===== config.mk =====
export PLATFORM = sky130hd
export DESIGN_NAME = ram1_bus_arbiter
export DESIGN_NICKNAME = d
export VERILOG_FILES = /design/src/rtl/ram1_bus_arbiter.sv
export SDC_FILE = /design/constraint.sdc
export NUM_CORES = 1
export LEC_CHECK = 0
export CAP_MARGIN = 20
export CORE_ASPECT_RATIO = 1.1
export CORE_MARGIN = 5
export CORE_UTILIZATION = 30
export DETAILED_ROUTE_END_ITERATION = 7
export GPL_TIMING_DRIVEN = 0
export PLACE_DENSITY = 0.57
export SLEW_MARGIN = 25
export SYNTH_ARGS = -nofsm -noshare
export SYNTH_HDL_FRONTEND = slang
export SYNTH_SLANG_ARGS = --single-unit

===== constraint.sdc =====
create_clock -name clk -period 4.4 [get_ports clk]
set_clock_uncertainty 0.15 [all_clocks]
set_input_delay 0.88 -clock clk [delete_from_list [all_inputs] [get_ports clk]]
set_output_delay 0.88 -clock clk [all_outputs]
set_load 0.02 [all_outputs]

===== src/rtl/ram1_bus_arbiter.sv =====
// ram1_bus_arbiter
//   Shares the single RAM1/UART bus (driven through the ram1 access block)
//   between the instruction-fetch port (IF, read only) and the data-memory
//   port (MEM, read/write). Each granted request takes three states:
//     IDLE    - arbitrate, register the winner's address/data/we
//     ISSUE   - exactly one cycle of bus command toward ram1
//     CAPTURE - bus idle, read data already latched, ack pulses
//   so two ram1 commands are always separated by at least one idle cycle.
//   MEM has priority. IF wins once after STARVE_MAX consecutive MEM grants
//   that it sat through.
//
// Optional feature (macro UART_TX_WAIT_EN):
//   A MEM write to UART_DATA_ADDR waits in TX_WAIT until tx_ready_i.
//   After TX_TIMEOUT cycles without tx_ready_i the write is dropped, the
//   ack still pulses, and the sticky tx_drop flag is set (reset clears it).
//   Without the macro there is no TX_WAIT and tx_ready_i is ignored.
//
// Ports:
//   clk, rst          clock, asynchronous active-low reset
//   if_*              IF read request/ack/data (request held until ack)
//   mem_*             MEM request/ack/data (request held until ack)
//   stall_o           high while a request is pending and not yet acked
//   is_RAM1_o, is_UART_o, addr_o, data_o, isread_o, iswrite_o
//                     one-cycle command toward ram1
//   ram1res_i         read data from ram1
//   tx_ready_i        UART transmitter empty (feature build only)
module ram1_bus_arbiter #(
    parameter int          ADDR_W         = 18,
    parameter int          DATA_W         = 16,
    parameter logic [15:0] UART_DATA_ADDR = 16'hBF00,
    parameter logic [15:0] UART_STAT_ADDR = 16'hBF01,
    parameter int          STARVE_MAX     = 4,
    parameter int          TX_TIMEOUT     = 1023
) (
    input  logic              clk,
    input  logic              rst,
    input  logic              if_req_i,
    input  logic [ADDR_W-1:0] if_addr_i,
    output logic              if_ack_o,
    output logic [DATA_W-1:0] if_rdata_o,
    input  logic              mem_req_i,
    input  logic              mem_we_i,
    input  logic [ADDR_W-1:0] mem_addr_i,
    input  logic [DATA_W-1:0] mem_wdata_i,
    output logic              mem_ack_o,
    output logic [DATA_W-1:0] mem_rdata_o,
    output logic              stall_o,
    output logic              is_RAM1_o,
    output logic              is_UART_o,
    output logic [ADDR_W-1:0] addr_o,
    output logic [DATA_W-1:0] data_o,
    output logic              isread_o,
    output logic              iswrite_o,
    input  logic [DATA_W-1:0] ram1res_i,
    input  logic              tx_ready_i
);

    localparam int CNT_W = $clog2(STARVE_MAX + 1);

`ifdef UART_TX_WAIT_EN
    localparam int TX_W = $clog2(TX_TIMEOUT + 1);
    typedef enum logic [1:0] {IDLE = 2'd0, ISSUE = 2'd1, CAPTURE = 2'd2, TX_WAIT = 2'd3} state_t;
`else
    typedef enum logic [1:0] {IDLE = 2'd0, ISSUE = 2'd1, CAPTURE = 2'd2} state_t;
`endif

    state_t            state, state_n;
    logic [CNT_W-1:0]  starve_cnt, cnt_n;
    logic              grant_mem, grant_if;
    logic              sel_mem;     // current transaction belongs to MEM
    logic              we_q;
    logic              uart_q;
    logic [ADDR_W-1:0] addr_q;
    logic [DATA_W-1:0] wdata_q;
    logic [DATA_W-1:0] if_rdata_q, mem_rdata_q;
    logic              mem_is_uart;
    logic              starve_hit;

`ifdef UART_TX_WAIT_EN
    logic [TX_W-1:0]   tx_cnt;
    logic              tx_expire;
    logic              tx_drop;
    logic              unused_tx_drop;
    assign unused_tx_drop = tx_drop;
`else
    logic [31:0]       unused_tx;
    assign unused_tx = {tx_ready_i, 31'(TX_TIMEOUT)};
`endif

    // Only the low 16 address bits select the UART registers.
    assign mem_is_uart = (mem_addr_i[15:0] == UART_DATA_ADDR) ||
                         (mem_addr_i[15:0] == UART_STAT_ADDR);
    assign starve_hit  = (starve_cnt == CNT_W'(STARVE_MAX));

    always_ff @(posedge clk or negedge rst) begin
        if (!rst) state <= IDLE;
        else      state <= state_n;
    end

    always_comb begin
        state_n     = state;
        grant_mem   = 1'b0;
        grant_if    = 1'b0;
        cnt_n       = starve_cnt;
`ifdef UART_TX_WAIT_EN
        tx_expire   = 1'b0;
`endif
        is_RAM1_o   = 1'b0;
        is_UART_o   = 1'b0;
        isread_o    = 1'b0;
        iswrite_o   = 1'b0;
        addr_o      = '0;
        data_o      = '0;
        if_ack_o    = 1'b0;
        mem_ack_o   = 1'b0;

        case (state)
            IDLE: begin
                if (mem_req_i && !(if_req_i && starve_hit)) begin
                    grant_mem = 1'b1;
                    // With IF pending we only get here below STARVE_MAX,
                    // so the increment saturates by construction.
                    cnt_n     = if_req_i ? starve_cnt + 1'b1 : '0;
                    state_n   = ISSUE;
`ifdef UART_TX_WAIT_EN
                    if (mem_we_i && (mem_addr_i[15:0] == UART_DATA_ADDR))
                        state_n = TX_WAIT;
`endif
                end else if (if_req_i) begin
                    grant_if = 1'b1;
                    cnt_n    = '0;
                    state_n  = ISSUE;
                end
            end
            ISSUE: begin
                is_RAM1_o = ~uart_q;
                is_UART_o = uart_q;
                isread_o  = ~we_q;
                iswrite_o = we_q;
                addr_o    = addr_q;
                data_o    = we_q ? wdata_q : '0;
                state_n   = CAPTURE;
            end
            CAPTURE: begin
                if_ack_o  = ~sel_mem;
                mem_ack_o = sel_mem;
                state_n   = IDLE;
            end
`ifdef UART_TX_WAIT_EN
            TX_WAIT: begin
                if (tx_ready_i) begin
                    state_n = ISSUE;
                end else if (tx_cnt == TX_W'(TX_TIMEOUT - 1)) begin
                    // Give up: skip the bus command but still ack.
                    state_n   = CAPTURE;
                    tx_expire = 1'b1;
                end
            end
`endif
            default: state_n = IDLE;
        endcase
    end

    always_ff @(posedge clk or negedge rst) begin
        if (!rst) begin
            starve_cnt  <= '0;
            sel_mem     <= 1'b0;
            we_q        <= 1'b0;
            uart_q      <= 1'b0;
            addr_q      <= '0;
            wdata_q     <= '0;
            if_rdata_q  <= '0;
            mem_rdata_q <= '0;
        end else begin
            starve_cnt <= cnt_n;
            if (grant_mem) begin
                sel_mem <= 1'b1;
                we_q    <= mem_we_i;
                uart_q  <= mem_is_uart;
                addr_q  <= mem_addr_i;
                wdata_q <= mem_wdata_i;
            end else if (grant_if) begin
                sel_mem <= 1'b0;
                we_q    <= 1'b0;
                uart_q  <= 1'b0;
                addr_q  <= if_addr_i;
                wdata_q <= '0;
            end
            // ram1 presents read data from the negedge inside ISSUE, so the
            // word is taken on the ISSUE->CAPTURE edge and is valid with ack.
            if (state == ISSUE && !we_q) begin
                if (sel_mem) mem_rdata_q <= ram1res_i;
                else         if_rdata_q  <= ram1res_i;
            end
        end
    end

`ifdef UART_TX_WAIT_EN
    always_ff @(posedge clk or negedge rst) begin
        if (!rst) begin
            tx_cnt  <= '0;
            tx_drop <= 1'b0;
        end else begin
            tx_cnt <= (state == TX_WAIT) ? tx_cnt + 1'b1 : '0;
            if (tx_expire) tx_drop <= 1'b1;
        end
    end
`endif

    assign if_rdata_o  = if_rdata_q;
    assign mem_rdata_o = mem_rdata_q;
    assign stall_o     = (if_req_i & ~if_ack_o) | (mem_req_i & ~mem_ack_o);

endmodule


Word-level counts from Yosys, hierarchy flattened
Cells that the tools add are included.
- eq/ne operators: 6
- reduce and logical (&&, ||, !) cells: 12
- bitwise logic cells: 8
- add/sub/neg operators: 1
- multiplexer cells: 28
- operators by type and width (cell ; count):
    $mux 16 ; 4
    $mux 18 ; 3
    $eq 16x16->1 const B ; 2
    $mux 1 ; 15
    $mux 3 ; 3
    $reduce_and 2->1 ; 3
    $not 1->1 ; 5
    $mux 2 ; 2
    $pmux 2 s2 ; 1
    $reduce_bool 2->1 ; 2
    $add 3x1->3 const B ; 1
    $eq 3x3->1 const B ; 1
    $logic_and 1x1->1 ; 3
    $ne 3x3->1 const B ; 1
    $and 1x1->1 ; 2
    $eq 2x1->1 const B ; 1
    $eq 2x2->1 const B ; 1
    $logic_not 1->1 ; 2
    $logic_not 2->1 ; 1
    $logic_or 1x1->1 ; 1
    $or 1x1->1 ; 1
- output and inout port bits: 73
- bits of input ports: 74
- word-level logic and storage cells: 64
- flip-flop bits (word level): 74

Depth between registers and ports, before layout
Gate-level depths: netlist of the first run.
- depth after elaboration: 8
- mapped depth: 7
- mapped depth without buffers: 5

Least setup slack after synthesis of the first run
OpenSTA, ideal clock, no wires.
- path type: flip-flop to output port
- start: register state[1]
- end: output port data_o[0]
- stages on the path, launching flop included: 5
- path buffers: 1
- required time: 3.370 ns
- data arrival time: 1.327 ns
- setup slack: 2.043 ns
- path through: dfrtp_1 nand2b_1 inv_1 clkbuf_1 and3_1
- cells in the longest elaborated chain, start to end: 2
- RTL lines (element ; line ; text):
    from (decl) ; 67 ; state_t state, state_n;
    from (signal assigned) ; 97 ; else state <= state_n;
    $eq 2x1->1 ; 117 ; case (state)
    $mux 16 ; 117 ;
    to (decl) ; 51 ; output logic [DATA_W-1:0] data_o,
Every way passes these cells.

Worst setup path in the final report of the first run
- start: register state[1]
- end: output port addr_o[8]
- cells in the longest elaborated chain, start to end: 2
- RTL lines (element ; line ; text):
    $eq 2x1->1 ; 117 ;
    $mux 18 ; 117 ;
    to (decl) ; 50 ; output logic [ADDR_W-1:0] addr_o,
Every way passes these cells.

==> results_dict.tcl, run 1 <==
set metrics [dict create \
    status "complete, no violations" \
    crit_family "buffers and inverters" \
    final_antenna_net_count 0 \
    synth_compound_area_share_pct 17.5 \
    clk_pin_slew_ns 0.06 \
    first_pass_iters 4 \
    grt.overflow.total 0 \
    htree_levels 3 \
    finalHoldViolCount 0 \
    slew_viol_final 0 \
    yosys-top-cells-count "dfrtp_1 (74), mux2_2 (30), and2_1 (20)" \
    rows 40 \
    required_ns 3.37 \
    die_h_microns 120 \
    synthSimpleGateAreaFrac_pct 11.3 \
    antennaDiodeCount 0 \
    clockBufferDepth 2 \
    hpwl_mm 7.18 \
    synth.ff_latch_count 74 \
    async_reset_ff_share_pct 100 \
    portBuffers 145 \
    critPathMaxStageDelay_ns 0.62 \
    routabilityCongestion 0.763 \
    synthAdderAreaFrac_pct 0.755 \
    globalRouteTotalUtil_pct 15.0 \
    critPathKind "register to output pin" \
    synth_flop_cell "dfrtp_1" \
    path_buf_inv 3 \
    vias 2729 \
    cts_buffers 9 \
    total_power_mw 3.91 \
    ioPinCount 147 \
    fill_cells 1023 \
    timing.final.crit_share_pct 81.3 \
    slowest_stage "clkdlybuf4s50_1" \
    slew_headroom_pct 65.7 \
    p_per_area_nw_per_um2 739 \
    synth_top_family_by_area "compound AO/OA/AOI/OAI gates" \
    synth_mux_area_share_pct 10.9 \
    worstPathCellList "nand2b_1, inv_1, clkbuf_1, and2_1, clkdlybuf4s50_1" \
    routed_wl_mm 9.75 \
    die_w_microns 110 \
    ys_seq_area_share_pct 55.9 \
    tightest_slew_ns 0.515 \
    syn_to_final_growth_pct 59.8 \
    syn-num-nets 331 \
    grt_antenna_before_repair 0 \
    synth.most_common_cell "dfrtp_1" \
    synthCells 255 \
    die_area_sq_um 13300 \
    finalSetupViolCount 0 \
    vias_per_cell 4.84 \
    drc_errors 0 \
    crit_path_max_fanout 10 \
    crit_arrival_ns 2.55 \
    hold_class "input port to asynchronous set/reset pin" \
    clk_latency_ns 0.33 \
    multi_input_area_sq_um 1340 \
    syn_avg_cell_area_sq_um 13.0 \
    cts_sinks 74 \
    nNetsFinal 488 \
    yosysWarningCount 0 \
    ys_top_cells_by_area "dfrtp_1 (56%), mux2_2 (10%), a22o_1 (4.5%)" \
    synth_top_area_cell "dfrtp_1" \
    coreArea_sq_um 10900 \
    syn_area_sq_um 3310 \
    initial_core_util_pct 30.5 \
    cts-hold-fix-buffers 0 \
    seqCellArea_sq_um 1850 \
    end_kind "output pin" \
    yosys.cell_types.count 42 \
    first_global_vias 3000 \
    fin_hold_ws_ns 0.303 \
    drt-initial-drc-count 126 \
    cts_tree "built" \
    wire_per_inst_microns 17.3 \
    drive_gt1_share_pct 17.3 \
    rsz0062_at_grt "false" \
    grt_pass1_wl_mm 15.5 \
    grt_max_degree 52 \
    final_util_pct 48.8 \
    cp-start-kind "register" \
    cts_resized 0 \
    synth_top_cell_area_share_pct 55.9 \
    peakVddDrop_mv 0.254 \
    drv_cap 0 \
    synth_edf_count 0 \
    post_cts_buffers 0 \
    synth_xor_area_share_pct 0 \
    period_needed_ns 3.58 \
    max_freq_mhz 280 \
    clockRootBuffer "clkbuf_16" \
    p_leak_nw 2.27 \
]
-- per-stage QoR --
stage | instance area, sq um | instances | worst slack, ns | setup TNS [ns]
global route | 5300 | 564 | 0.617 | 0
finish | 5300 | 564 | 0.825 | 0
CTS | 5300 | 564 | 0.743 | 0
detailed placement | 4970 | 548 | 1.00 | 0
floorplan | 3310 | 255 | 2.04 | 0
global placement | 4950 | 547 | -0.387 | -28.23
-- power by group --
part	switching (mW)	internal, mW
sequential	0.181	1.02
combinational	0.930	0.997
clock	0.273	0.510
-- flip-flops by register name (all words and copies together) (netlist names) --
register     flops
sel_mem          1
starve_cnt       3
mem_rdata_o     16
wdata_q         16
state            2
uart_q           1
we_q             1
if_rdata_o      16
addr_q          18
-- metal layers --
| metal | vias up | wire, microns | track usage (%) |
|---|---|---|---|
| met5 | - | 0 | 0 |
| met4 | 0 | 152 | 5.93 |
| met3 | 13 | 782 | 4.06 |
| met2 | 108 | 4580 | 24.1 |
| met1 | 1344 | 4240 | 19.0 |
| li1 | 1264 | - | - |
-- layout make-up --
cell class	instances	area share [%]
Timing Repair Buffer	146	27.9
Clock buffer	11	4.58
Multi-Input combinational cell	155	25.3
Sequential cell	74	35.0
Buffer	18	1.77
Tap cell	147	3.47
Inverter	8	0.567
Clock inverter	5	1.47
-- placed cells by master, fill, tap and decap left out, types with 2 or more instances in the layout --
cell type	instances
nor2_1	5
a21o_1	18
buf_2	6
clkinv_2	2
and3_1	17
buf_4	2
bufinv_16	2
clkbuf_16	9
ha_1	2
a32o_1	2
a22o_1	17
o221a_1	9
mux2_1	2
inv_1	8
dfrtp_1	74
o221a_2	8
clkdlybuf4s50_1	144
o21ai_0	2
buf_6	2
mux2_2	30
and2_1	20
clkbuf_1	9
-- worst paths after layout --
kind | startpoint | to | slack [ns] | depth (start not counted)
worst max register to register | state[1] | mem_rdata_o[11] | 2.33 | 4
worst max-delay path | state[1] | addr_o[8] | 0.82 | 5
min in group clk | mem_rdata_o[4] | mem_rdata_o[4] | 0.34 | 1
worst min-delay path | rst | mem_rdata_o[3] | 0.30 | 1
max in group asynchronous | rst | starve_cnt[2] | 3.22 | 2
worst min register to register | mem_rdata_o[4] | mem_rdata_o[4] | 0.34 | 1
-- cells by family (layout without fill, tap and decap cells) --
kind of cell               after synthesis  in the layout
muxes                                   32             32
and+or+nand+nor                         57             57
buffers and inverters                   26            188
adders and majority gates                2              2
DFF                                     74             74
AOI/OAI and AO/OA                       64             64
Note: power is estimated with default switching activity, not from simulation.
==> run 2: changes to the inputs <==
==> constraint.sdc (replaced) <==
create_clock -name clk -period 3.5 [get_ports clk]
set_clock_uncertainty 0.15 [all_clocks]
set_input_delay 0.7 -clock clk [delete_from_list [all_inputs] [get_ports clk]]
set_output_delay 0.7 -clock clk [all_outputs]
set_load 0.02 [all_outputs]
==> run 2 against run 1 <==
Net effect:
- count of clock-buffer cells in the layout is the same
- worst setup slack lost 0.59 ns
- critical path depth is the same
- largest cell class unchanged
- power grew 26%
- core utilization is essentially flat
- global-route usage is the same
- final cell count is the same
==> results_dict.tcl, run 2 (same netlist as run 1, synthesis figures left out) <==
set metrics [dict create \
    status "complete, no violations" \
    comb_power_share_pct 49.3 \
    required_ns 2.65 \
    drc_errors 0 \
    crit_arrival_ns 2.42 \
    routed_wl_mm 9.75 \
    cts_sinks 74 \
    peakVddDrop_mv 0.320 \
    cp-start-kind "register" \
    intPower_mw 3.18 \
    critPathKind "register to output pin" \
    hold_class "input port to asynchronous set/reset pin" \
    power_switching_mw 1.74 \
    clockBufferDepth 2 \
    initial_core_util_pct 30.5 \
    final_util_pct 48.8 \
    die_w_microns 110 \
    clk_pin_slew_ns 0.06 \
    rsz0062_at_grt "false" \
    max_freq_mhz 306 \
    grt.overflow.total 0 \
    end_kind "output pin" \
    final.setup.worst_slack_ns 0.232 \
    timing.final.crit_share_pct 93.4 \
    tightest_slew_ns 0.515 \
    globalRouteTotalUtil_pct 15.0 \
    die_area_sq_um 13300 \
    route.met2.wl_mm 4.58 \
    rows 40 \
    drive_gt1_share_pct 18.0 \
    clockRootBuffer "clkbuf_16" \
    largest_register_ff_count 18 \
    antennaDiodeCount 0 \
    finalSetupViolCount 0 \
    grt_pass1_wl_mm 15.5 \
    clkPwrFrac_pct 20.0 \
    nNetsFinal 488 \
    crit_path_max_fanout 10 \
    slew_headroom_pct 65.7 \
    final_antenna_net_count 0 \
    wl_met1_mm 4.24 \
    period_needed_ns 3.27 \
    cts_tree "built" \
    wl_met3_microns 782 \
    cts_resized 0 \
    cts-hold-fix-buffers 0 \
    p_leak_nw 2.28 \
    drv_cap 0 \
    dp_cells 548 \
    grt_antenna_before_repair 0 \
    layout.cells.non_filler 564 \
    place_ws_ns 0.384 \
    hpwl_mm 7.18 \
    power_frac_seq_pct 30.7 \
    vias 2729 \
    total_power_mw 4.92 \
    first_global_vias 3000 \
    slew_viol_final 0 \
    coreArea_sq_um 10900 \
    switching_share_pct 35.4 \
    fin_hold_ws_ns 0.123 \
    p_per_area_nw_per_um2 929 \
    wire_per_inst_microns 17.3 \
    die_h_microns 120 \
    regMostFlops "addr_q" \
    ioPinCount 147 \
    dr.max_layer_used "met4" \
    finalHoldViolCount 0 \
    post_cts_buffers 0 \
    routabilityCongestion 0.763 \
    layout_commonest_cell "clkdlybuf4s50_1" \
    drt-initial-drc-count 130 \
    portBuffers 145 \
    syn_to_final_growth_pct 59.9 \
    grt_max_degree 52 \
    first_pass_iters 4 \
    layout_common_cells "clkdlybuf4s50_1 (144), dfrtp_1 (74), mux2_2 (30)" \
    vias_per_cell 4.84 \
    cts_buffers 9 \
    clk_latency_ns 0.33 \
    htree_levels 3 \
]
run 2: cell counts in the layout (fill, tap and decap cells not counted):
No cell type changed its count.
run 2: worst paths after layout:
path,startpoint,slack [ns],endpoint,cells past startpoint
max reg2reg,state[1],1.43,mem_rdata_o[11],4
min reg2reg,mem_rdata_o[4],0.34,mem_rdata_o[4],1
min,rst,0.12,mem_rdata_o[3],1
max in group asynchronous,rst,2.51,starve_cnt[2],2
min in group clk,mem_rdata_o[4],0.34,mem_rdata_o[4],1
max,state[1],0.23,addr_o[8],5
run 2: per-layer routing:
metal / vias up / track usage (%)
li1: 1264 / -
met1: 1344 / 19.0
met2: 108 / 24.1
met3: 13 / 4.06
met4: 0 / 5.93
met5: - / 0
run 2: power by group through the flow:
stage	clock (mW)	sequential (mW)	combinational (mW)
3_3_place_gp	0	1.51	2.43
4_1_cts	1.01	1.51	2.46
2_1_floorplan	0	1.71	1.18
3_5_place_dp	0	1.52	2.45
5_1_grt	1.04	1.57	2.61
6_report	0.984	1.51	2.43
run 2: final cells by class:
class                   count  area (sq um)
well taps                 147           184
fillers                  1023          5560
plain buffers              18          97.6
clock buffers              11           243
clock inverters             5          77.6
repair buffers            146          1480
multi-input cells         155          1340
inverters                   8          30.0
flip-flops and latches     74          1850
run 2: stage by stage:
stage	cell area (sq um)	setup TNS [ns]
after global placement	4950	-81.51
after floorplan	3310	0
final	5300	0
after CTS	5300	0
after global routing	5300	0
after detailed placement	4970	0
run 2: critical path, stage by stage (launching register included):
cell             delay, ns
dfrtp_1               0.40
nand2b_1              0.30
inv_1                 0.31
clkbuf_2              0.29
and2_1                0.16
clkdlybuf4s50_1       0.62
==> run 3: changes to the inputs <==
--- a/config.mk
+++ b/config.mk
@@ -5,13 +5,13 @@
 export SDC_FILE = /design/constraint.sdc
 export NUM_CORES = 1
 export LEC_CHECK = 0
+export ABC_AREA = 1
 export CAP_MARGIN = 20
 export CORE_ASPECT_RATIO = 1.1
 export CORE_MARGIN = 5
 export CORE_UTILIZATION = 30
 export DETAILED_ROUTE_END_ITERATION = 7
-export GPL_TIMING_DRIVEN = 0
-export PLACE_DENSITY = 0.57
+export PLACE_DENSITY = 0.55
 export SLEW_MARGIN = 25
 export SYNTH_ARGS = -nofsm -noshare
 export SYNTH_HDL_FRONTEND = slang
==> run 3 against run 2 <==
Net effect:
- die area is 9.8% higher
- final cell count is 32% higher
- combinational power is 13% lower
- highest routed layer unchanged
- synthesized cell count is 76% higher
- sequential power is 4% lower
- fmax is 6.4% higher
- critical endpoint is now addr_o[10]
==> results_dict.tcl, run 3 <==
set metrics [dict create \
    crit_family "buffers and inverters" \
    synthAdderAreaFrac_pct 0.681 \
    synth_mux_area_share_pct 0 \
    cts_sinks 74 \
    first_pass_iters 4 \
    wl_met3_microns 734 \
    p_leak_nw 2.64 \
    vias 3226 \
    crit_start "state[1]" \
    multi_input_area_sq_um 1300 \
    vias_per_cell 4.34 \
    die_area_sq_um 14600 \
    required_ns 2.65 \
    wire_per_inst_microns 13.3 \
    tightest_slew_ns 0.730 \
    wl_met1_mm 4.42 \
    synth.most_common_cell "nand2_1" \
    fin_setup_tns_ns 0 \
    drv_cap 0 \
    synth_top_cell_area_share_pct 50.4 \
    clk_latency_ns 0.33 \
    coreArea_sq_um 12000 \
    critPathMaxStageDelay_ns 0.63 \
    synth_xor_area_share_pct 0 \
    final_antenna_net_count 0 \
    finalSetupViolCount 0 \
    synth_flop_cell "dfrtp_1" \
    syn_to_final_growth_pct 48.8 \
    synth_top_family_by_area "simple AND/OR/NAND/NOR gates" \
    synth_compound_area_share_pct 9.23 \
    layout_commonest_cell "clkdlybuf4s50_1" \
    status "complete, no violations" \
    routabilityCongestion 0.766 \
    synth_edf_count 0 \
    rsz0062_at_grt "false" \
    grt_max_degree 75 \
    drt-initial-drc-count 125 \
    ioPinCount 147 \
    crit_path_max_fanout 21 \
    worstPathCellList "nor2_4, inv_1, nor2_1, clkdlybuf4s50_1" \
    cts_tree "built" \
    yosys.cell_types.count 22 \
    finalHoldViolCount 0 \
    grt_pass1_wl_mm 16.5 \
    routed_wl_mm 9.89 \
    cts_buffers 9 \
    grt.overflow.total 0 \
    yosys-top-cells-count "nand2_1 (115), inv_1 (86), dfrtp_1 (74)" \
    period_needed_ns 3.07 \
    placed_cell_area_sq_um 5160 \
    syn_area_sq_um 3670 \
    post_cts_buffers 0 \
    max_freq_mhz 326 \
    cts-hold-fix-buffers 0 \
    syn_avg_cell_area_sq_um 8.20 \
    layout_common_cells "clkdlybuf4s50_1 (144), nand2_1 (115), inv_1 (86)" \
    ys_top_cells_by_area "dfrtp_1 (50%), nand2_1 (12%), inv_1 (8.8%)" \
    hpwl_mm 7.09 \
    slew_viol_final 0 \
    cts_resized 0 \
    critPathKind "register to output pin" \
    syn-num-nets 524 \
    peakVddDrop_mv 0.355 \
    antennaDiodeCount 0 \
    slew_headroom_pct 51.2 \
    hold_class "input port to asynchronous set/reset pin" \
    largest_register_ff_count 18 \
    clockBufferDepth 2 \
    async_reset_ff_share_pct 100 \
    seqCellArea_sq_um 1850 \
    synthCells 448 \
    portBuffers 145 \
    dr.max_layer_used "met4" \
    rows 42 \
    initial_core_util_pct 30.5 \
    route.met2.wl_mm 4.56 \
    ys_seq_area_share_pct 50.4 \
    first_global_vias 3423 \
    fill_cells 1235 \
    synthSimpleGateAreaFrac_pct 25.6 \
    globalRouteTotalUtil_pct 14.1 \
    synth_top_area_cell "dfrtp_1" \
    grt_antenna_before_repair 0 \
    path_buf_inv 2 \
    cp-start-kind "register" \
    drive_gt1_share_pct 8.81 \
    yosysWarningCount 0 \
    synth.ff_latch_count 74 \
    die_w_microns 115 \
    slowest_stage "clkdlybuf4s50_1" \
    design_area_sq_um 5470 \
    regMostFlops "addr_q" \
    timing.final.crit_share_pct 87.7 \
    end_kind "output pin" \
    clockRootBuffer "clkbuf_16" \
    rr_startpoint "starve_cnt[0]" \
    crit_arrival_ns 2.22 \
    htree_levels 3 \
    p_per_area_nw_per_um2 820 \
    drc_errors 0 \
    clk_pin_slew_ns 0.06 \
    die_h_microns 126 \
    nNetsFinal 661 \
]
==> run 3: area by class of cell <==
type,count,share of cell area (%)
Sequential cell,74,33.9
Clock buffer,10,4.37
Tap cell,154,3.53
Multi-Input combinational cell,263,23.9
Inverter,88,6.04
Clock inverter,6,1.19
Timing Repair Buffer,149,27.1
==> run 3: logic make-up (layout without fill, tap and decap cells) <==
family,count (synthesis),in the layout
buffers and inverters,111,253
AND/OR/NAND/NOR,210,210
flip-flops,74,74
AO/OA/AOI/OAI,51,51
adder cells (fa/ha/maj),2,2
==> run 3: report_power, final <==
group          total [mW]  switching, mW  internal (mW)
clock network       0.924          0.352          0.572
registers            1.45          0.200           1.25
logic                2.11           1.22          0.882
total                4.48           1.78           2.71
==> run 3: worst paths after layout <==
path	end	slack (ns)	cells past startpoint
min	mem_rdata_o[9]	0.23	1
max in group asynchronous	addr_q[3]	2.50	1
max reg2reg	starve_cnt[0]	1.46	8
min reg2reg	addr_q[6]	0.33	2
max	addr_o[10]	0.43	4
min in group clk	addr_q[6]	0.33	2
==> run 3: per-stage QoR <==
stage	hold slack, ns	util (%)	total power, mW	cells	setup WS (ns)
after detailed placement	0.315	42.9	3.61	728	0.512
final	0.228	45.4	4.48	744	0.430
after global routing	0.298	45.4	4.85	744	0.241
after CTS	0.331	45.4	4.57	744	0.350
after floorplan	0.254	-	2.77	448	1.27
after global placement	0.313	42.9	3.57	728	0.507
==> run 3: worst reg2reg max path, delay by kind of cell, from the launching register on <==
kind,cells,cell delay [ns]
fa+ha+maj,1,0.19
buf+inv,3,0.81
flops,1,0.37
simple gates,4,0.45
==> run 3: layer usage <==
layer	global-route usage, %	up-vias
met5	0	-
met4	4.90	0
met3	3.93	14
met2	22.6	111
met1	18.0	1476
li1	-	1625
